**src/rtl/serial_full_sub.sv**
```systemverilog
`default_nettype none
// ============================================================================
// Module      : serial_full_sub
// Description : Bit-serial WIDTH-bit subtractor D = A - B - Bin, LSB first,
//               with start/done handshake. Optional signed-overflow output
//               OVF enabled by defining SERIAL_FULL_SUB_OVF_EN.
// Revision    : 1.0 - initial release
// ============================================================================
module serial_full_sub #(
    parameter int WIDTH = 8
) (
    input  logic             clk,
    input  logic             rst,
    input  logic             start,
    input  logic [WIDTH-1:0] A,
    input  logic [WIDTH-1:0] B,
    input  logic             Bin,
    output logic             busy,
    output logic             done,
    output logic [WIDTH-1:0] D,
    output logic             Bout
`ifdef SERIAL_FULL_SUB_OVF_EN
    ,
    output logic             OVF
`endif
);

    localparam int              c_CW   = (WIDTH > 1) ? $clog2(WIDTH) : 1;
    localparam logic [c_CW-1:0] c_LAST = c_CW'(WIDTH - 1);

    localparam logic [1:0] c_S_IDLE  = 2'd0;
    localparam logic [1:0] c_S_SHIFT = 2'd1;
    localparam logic [1:0] c_S_DONE  = 2'd2;

    logic [1:0]       r_state;
    logic [1:0]       w_state_next;
    logic [WIDTH-1:0] r_a;
    logic [WIDTH-1:0] r_b;
    logic [WIDTH-1:0] r_r;
    logic             r_br;
    logic [c_CW-1:0]  r_cnt;

    logic             w_d;
    logic             w_br_next;
    logic [WIDTH-1:0] w_r_next;
    logic             w_last;

    // Full-subtractor cell on the current LSBs.
    assign w_d       = r_a[0] ^ r_b[0] ^ r_br;
    assign w_br_next = (~r_a[0] & r_b[0]) | (~(r_a[0] ^ r_b[0]) & r_br);
    assign w_last    = (r_cnt == c_LAST);

    generate
        if (WIDTH == 1) begin : g_r_narrow
            assign w_r_next = w_d;
        end else begin : g_r_wide
            assign w_r_next = {w_d, r_r[WIDTH-1:1]};
        end
    endgenerate

    always_ff @(posedge clk) begin
        if (rst) begin
            r_state <= c_S_IDLE;
        end else begin
            r_state <= w_state_next;
        end
    end

    always_comb begin
        w_state_next = r_state;
        case (r_state)
            c_S_IDLE:  if (start) w_state_next = c_S_SHIFT;
            c_S_SHIFT: if (w_last) w_state_next = c_S_DONE;
            c_S_DONE:  w_state_next = c_S_IDLE;
            default:   w_state_next = c_S_IDLE;
        endcase
    end

    always_ff @(posedge clk) begin
        if (rst) begin
            r_a   <= '0;
            r_b   <= '0;
            r_r   <= '0;
            r_br  <= 1'b0;
            r_cnt <= '0;
            D     <= '0;
            Bout  <= 1'b0;
`ifdef SERIAL_FULL_SUB_OVF_EN
            OVF   <= 1'b0;
`endif
        end else begin
            case (r_state)
                c_S_IDLE: begin
                    if (start) begin
                        r_a   <= A;
                        r_b   <= B;
                        r_br  <= Bin;
                        r_cnt <= '0;
                    end
                end
                c_S_SHIFT: begin
                    r_a  <= r_a >> 1;
                    r_b  <= r_b >> 1;
                    r_br <= w_br_next;
                    r_r  <= w_r_next;
                    if (w_last) begin
                        // Counter parks at zero so it never passes WIDTH-1.
                        r_cnt <= '0;
                        D     <= w_r_next;
                        Bout  <= w_br_next;
`ifdef SERIAL_FULL_SUB_OVF_EN
                        OVF   <= r_br ^ w_br_next;
`endif
                    end else begin
                        r_cnt <= r_cnt + 1'b1;
                    end
                end
                default: ;
            endcase
        end
    end

    assign busy = (r_state != c_S_IDLE);
    assign done = (r_state == c_S_DONE);

endmodule
`default_nettype wire

```
**config.mk**
```make
export PLATFORM = sky130hd
export DESIGN_NAME = serial_full_sub
export DESIGN_NICKNAME = d
export VERILOG_FILES = /design/src/rtl/serial_full_sub.sv
export SDC_FILE = /design/constraint.sdc
export NUM_CORES = 1
export LEC_CHECK = 0
export ABC_AREA = 1
export CORE_MARGIN = 4
export CORE_UTILIZATION = 45
export DETAILED_ROUTE_END_ITERATION = 8
export PLACE_DENSITY = 0.83
export SKIP_LAST_GASP = 1
export SYNTH_ARGS = -nofsm -noshare
export SYNTH_HDL_FRONTEND = slang
export SYNTH_SLANG_ARGS = --single-unit
```
**constraint.sdc**
```tcl
create_clock -name clk -period 1.2 [get_ports clk]
set_input_delay 0.12 -clock clk [delete_from_list [all_inputs] [get_ports clk]]
set_output_delay 0.12 -clock clk [all_outputs]
set_load 0.02 [all_outputs]
```
; ---- Word-level counts from Yosys, hierarchy flattened
; Index checks and enable logic that the tools add are counted.
; W data, S select, Z words.
[totals]
latch_bits = 0
wordCells = 39
ramBits = 0
in_bits = 20
mem_bits_ro = 0
ff_bits = 39
output_inout_bits = 11
memories = 0
[op_classes]
magnitude_cmp = 0
n_reduce_logical = 6
n_div = 0
n_bitwise = 7
mul = 0
shift = 0
eq_ne = 5
add_sub_neg = 1
muxes = 12
[op_table]
columns = cell, count
row1 = $pmux W8 S2, 2
row2 = $mux W8, 2
row3 = $mux W3, 2
row4 = $pmux W3 S2, 1
row5 = $reduce_and A2 Y1, 3
row6 = $mux W2, 2
row7 = $ne A2 B2 Y1 const B, 2
row8 = $pmux W2 S2, 1
row9 = $reduce_bool A2 Y1, 2
row10 = $add A3 B1 Y3 const B, 1
row11 = $eq A3 B3 Y1 const B, 1
row12 = $and A1 B1 Y1, 2
row13 = $eq A2 B1 Y1 const B, 1
row14 = $eq A2 B2 Y1 const B, 1
row15 = $logic_not A2 Y1, 1
row16 = $not A1 Y1, 2
row17 = $pmux W1 S2, 1
row18 = $xor A1 B1 Y1, 2
row19 = $mux W1, 1
row20 = $or A1 B1 Y1, 1

; ---- Logic depth before layout (Yosys ltp)
[logic_depth]
depth_word = 5
depth_mapped = 8
mapped_depth_nobuf = 7

; ---- Worst setup path after synthesis
; OpenSTA, ideal clock, no wires.
[synth_path]
kind = flip-flop to flip-flop
startpoint = reg r_cnt[0]
endpoint = reg D[0]
period_less_slack_ns = 1.273
path_stages_with_launch = 8
setup_ns = 0.116
n_path_buf = 0
arrival_time_ns = 1.157
required_ns = 1.084
slack_ns = -0.073
cell_sequence = dfxtp_1 > ha_1 > ha_1 > nand2_1 > nor2_2 > inv_2 > nor2_1 > nor2_1
[synth_via]
elab_chain_len = 2
[synth_rtl]
columns = item, line
row1 = "start, declared", 41  ; logic [c_CW-1:0] r_cnt;
row2 = "start signal, assigned", 115  ; r_cnt <= r_cnt + 1'b1;
row3 = $eq A3 B3 Y1, 51  ; assign w_last = (r_cnt == c_LAST);
row4 = $reduce_and A2 Y1 (no source line), --
row5 = "end signal, assigned", 109  ; D <= w_r_next;
row6 = "end, declared", 20  ; output logic [WIDTH-1:0] D,
; No other way between the ends.
; A chain may end at the register's enable or synchronous reset.

; ---- Final worst setup path
[layout_path]
startpoint = reg r_cnt[1]
endpoint = reg D[4]
; The elaborated chain is that of the path after synthesis.

==> results <==
- After detailed routing, the average wire length per cell comes to 11.8 um.
- The post-place instance area is 2110 sq um.
- Once detail routing completed, the nets flagged for antenna violations numbered 0.
- The type of origin of the critical path is a flip-flop.
- TritonCTS built the clock tree.
- The total placed cells including tap cells is 321.
- Pin placement for this block handled 31 I/O pins.
- The floorplan die height is 68.3 um.
- The cell at the slowest stage of the critical path is sky130_fd_sc_hd__dfxtp_2.
- In this run the static leakage power is 1.11 nW.
- The die outline width is 68.3 um.
- The share of the yosys chip area belonging to registers is 46.6%.
- Of all nets on the critical path, the largest fanout is 6.
- For met2 alone, demand over resource in global routing was 26.0%.
- Summing internal, switching and leakage power gives 2.71 mW.
- The global routing usage on met3 is 5.42%.
- The first global-routing pass estimated 5.81 mm of wire.
- The post-detailed-placement half-perimeter wirelength is 2.35 mm.
- The classification of the worst setup path is flip-flop to flip-flop.
- The most numerous cell type found on the critical path is sky130_fd_sc_hd__ha_4.
- The violation count after the first detailed-routing iteration is 101.
- The maximum clock rate is 835 MHz.
- STA classifies the critical path endpoint as a flip-flop.
- The clock-pin slew reported for the worst setup and hold paths after clock tree synthesis is 0.10 ns.
- The via count of the routed design is 1,552.
- In the final layout, the share of cells above drive strength 1 is 16.8%.
- The critical path buffer and inverter count is 1.
- The relative slew slack is 84.4%.
- Timing analysis after detailed placement gives a worst setup slack of -0.0868 ns.
- The maximum level of the CTS H-tree is 2.
- Dividing the final minimum period by the clock period gives 99.8%.
- Global routing used 16.5% of the available tracks across all layers.
- The count of yosys warnings during synthesis is 0.
- Routability-driven placement finished with a final weighted congestion of 0.823.
- The run finished with clean final reports.
- After global routing, the most crowded layer is met2.
- In this run the standard cell core region covers 3420 sq um.
- Cells fill 69.0% of the core in the end.
- The top cell family by delay on the critical path is flip-flops.
- Synthesis inferred 38 register bits.
- The initial antenna violation count is 0.
- Setup repair after global routing could not meet its margin everywhere.
- The maximum clock path buffer count is 2.
- The repair_antennas step left the layout with diodes totalling 0.
- The critical path required time is 1.48 ns.
- The clock buffer count from CTS is 5.
- In this run the cell area of the synthesized design comes to 1630 sq um.
- Entering global routing, the biggest net connects 36 pins.
- The final setup violation count is 0.
- The max-slew violation count came to 0.
- Across the VDD grid, the largest voltage drop is 789 uV.
- The number of vias per cell after detailed routing is 4.67.
- The worst setup slack after layout is 0.00273 ns.
- Before antenna repair, the detailed router went through 4 iterations.
- The hold violation count in the final report is 0.
- The synthesized netlist cell count is 240.
- The starting density of the core is 47.8%.
- The detailed-route wire length is 3.93 mm.
- At the later pin of the worst-skew pair, clock insertion delay measures 0.33 ns.
- The mean area per synthesized cell is 6.81 sq um.
- Leaving out filler cells and counting taps, the final layout contains 332.
- The cts-stage hold buffer count is 0.
- The die footprint is 4660 sq um.
- The number of clock sinks is 38.
- The number of standard-cell rows in the floorplan is 21.
- In the final design database the tool counted 309 nets.
- Power spread over the standard cell area amounts to 1150 nW/um^2.
- In the routed design, unresolved DRC markers number 0.
- The post-CTS setup buffer count is 0.
- Synthesis produced a netlist with a net count of 263.
- The path class of the tightest hold or removal check is input pin to flip-flop.
- Across the run, the number of max-cap violations was 0.
- The number of buffers inserted by port buffering is 30.
- The minimum period implied by the final worst setup slack is 1.20 ns.
- With fillers left out, the area of the finished cells amounts to 2360 sq um.
- The largest single stage delay on the critical path is 0.37 ns.
- The cell sitting at the root of the clock tree is a sky130_fd_sc_hd__clkbuf_4.
- From synthesis to final layout, the design area changed by 44.2%.
- The final hold slack is 0.342 ns.
- The critical path data arrival time is 1.48 ns.
- On the final layout, the worst clock skew is 0.00680 ns.
- The critical path goes through ha_4 > ha_4 > nand2_4 > nor2_4 > buf_6 > o21ai_1 > nor2_1.
- The met1 track demand over resource is 21.0%.
- The number of global-route vias before repair is 1,401.
- Summed over all failing endpoints, the final setup total negative slack is 0 ns.
- The number of distinct library cell variants in the gate-level netlist after synthesis is 18.
- The leftover overflow at the end of global routing is 0.
- The transition time at the pin with the least slew margin is 0.232 ns.
## where the power goes
part | internal [mW] | switching [mW] | leakage [nW]
Clock | 0.485 | 0.389 | 0.0443
Combinational | 0.236 | 0.228 | 0.750
Sequential | 1.33 | 0.0416 | 0.314
Total | 2.06 | 0.659 | 1.11
## synthesized netlist by cell type
library cell                n  area share (%)
sky130_fd_sc_hd__buf_1      1            0.23
sky130_fd_sc_hd__a211oi_1   2            0.92
sky130_fd_sc_hd__nand2_1   48              11
sky130_fd_sc_hd__nand2_4    1            0.69
sky130_fd_sc_hd__inv_1     24             5.5
sky130_fd_sc_hd__inv_2      2            0.46
sky130_fd_sc_hd__nor2_1    73              17
sky130_fd_sc_hd__a21oi_1   10             3.1
sky130_fd_sc_hd__ha_1       2             1.5
sky130_fd_sc_hd__nor2_2     1            0.38
sky130_fd_sc_hd__clkbuf_1   3            0.69
sky130_fd_sc_hd__o21ai_0   27             8.3
sky130_fd_sc_hd__buf_2      4             1.2
sky130_fd_sc_hd__fa_1       1             1.2
sky130_fd_sc_hd__buf_6      1            0.69
sky130_fd_sc_hd__o21ai_1    1            0.31
sky130_fd_sc_hd__dfxtp_1   38              47
sky130_fd_sc_hd__buf_4      1            0.46
## per-layer routing
metal	share of wire [%]	vias up
met4	0.99	0
met1	45	691
met3	5.3	4
met5	0	-
met2	48	30
li1	-	827
## final timing paths
path | slack [ns] | start | cells after the start | endpoint
worst max-delay path | 0.003 | r_cnt[1] | 7 | D[4]
worst min-delay path | 0.34 | B[7] | 3 | r_b[7]
worst max register to register | 0.003 | r_cnt[1] | 7 | D[4]
worst min register to register | 0.47 | r_b[7] | 2 | r_b[7]
## placed cells by master, fill, tap and decap left out, types with 2 or more instances in the layout
cell type / Yosys / layout
sky130_fd_sc_hd__a211oi_1: 2 / 2
sky130_fd_sc_hd__a21oi_1: 10 / 9
sky130_fd_sc_hd__buf_12: 0 / 3
sky130_fd_sc_hd__buf_4: 1 / 8
sky130_fd_sc_hd__buf_6: 1 / 4
sky130_fd_sc_hd__clkbuf_16: 0 / 4
sky130_fd_sc_hd__clkbuf_2: 0 / 2
sky130_fd_sc_hd__clkbuf_4: 0 / 5
sky130_fd_sc_hd__clkdlybuf4s15_1: 0 / 3
sky130_fd_sc_hd__clkdlybuf4s50_1: 0 / 19
sky130_fd_sc_hd__dfxtp_1: 38 / 34
sky130_fd_sc_hd__dfxtp_2: 0 / 4
sky130_fd_sc_hd__dlygate4sd2_1: 0 / 5
sky130_fd_sc_hd__ha_4: 0 / 2
sky130_fd_sc_hd__inv_1: 24 / 24
sky130_fd_sc_hd__nand2_1: 48 / 45
sky130_fd_sc_hd__nand2_8: 0 / 2
sky130_fd_sc_hd__nor2_1: 73 / 71
sky130_fd_sc_hd__nor2_2: 1 / 2
sky130_fd_sc_hd__o21ai_0: 27 / 14
sky130_fd_sc_hd__o21ai_1: 1 / 11
sky130_fd_sc_hd__o21ai_2: 0 / 3
## final cells by class
| cell class | count | area, sq um |
|---|---|---|
| inverter | 26 | 100 |
| tap | 46 | 57.6 |
| clock buffer | 6 | 51.3 |
| sequential | 38 | 766 |
| multi-input combinational | 166 | 807 |
| fill | 280 | 1060 |
| clock inverter | 1 | 30.0 |
| timing repair buffer | 49 | 544 |
## cells by family after synthesis
family	synth area share (%)
adders and majority gates	2.76
and+or+nand+nor	28.9
buffers and inverters	9.27
AOI/OAI and AO/OA	12.6
DFF	46.6
## flip-flops by register name, summed over array words and instances (netlist names)
name,cells
r_state,2
D,8
Bout,1
r_a,8
r_br,1
r_r,7
r_cnt,3
r_b,8
## tightest hold or removal path, delay by kind of cell
kind	cells	cell delay (ns)
buffers and inverters	1	0.40
AOI/OAI and AO/OA	1	0.05
and+or+nand+nor	1	0.07
## what timing repair did
item / in CTS / in global routing
gates cloned: 0 / 4
gates resized for setup: 27 / 27
setup endpoints to repair: 20 / 31
pin swaps: 4 / 4
Note: power is estimated with default switching activity, not from simulation.
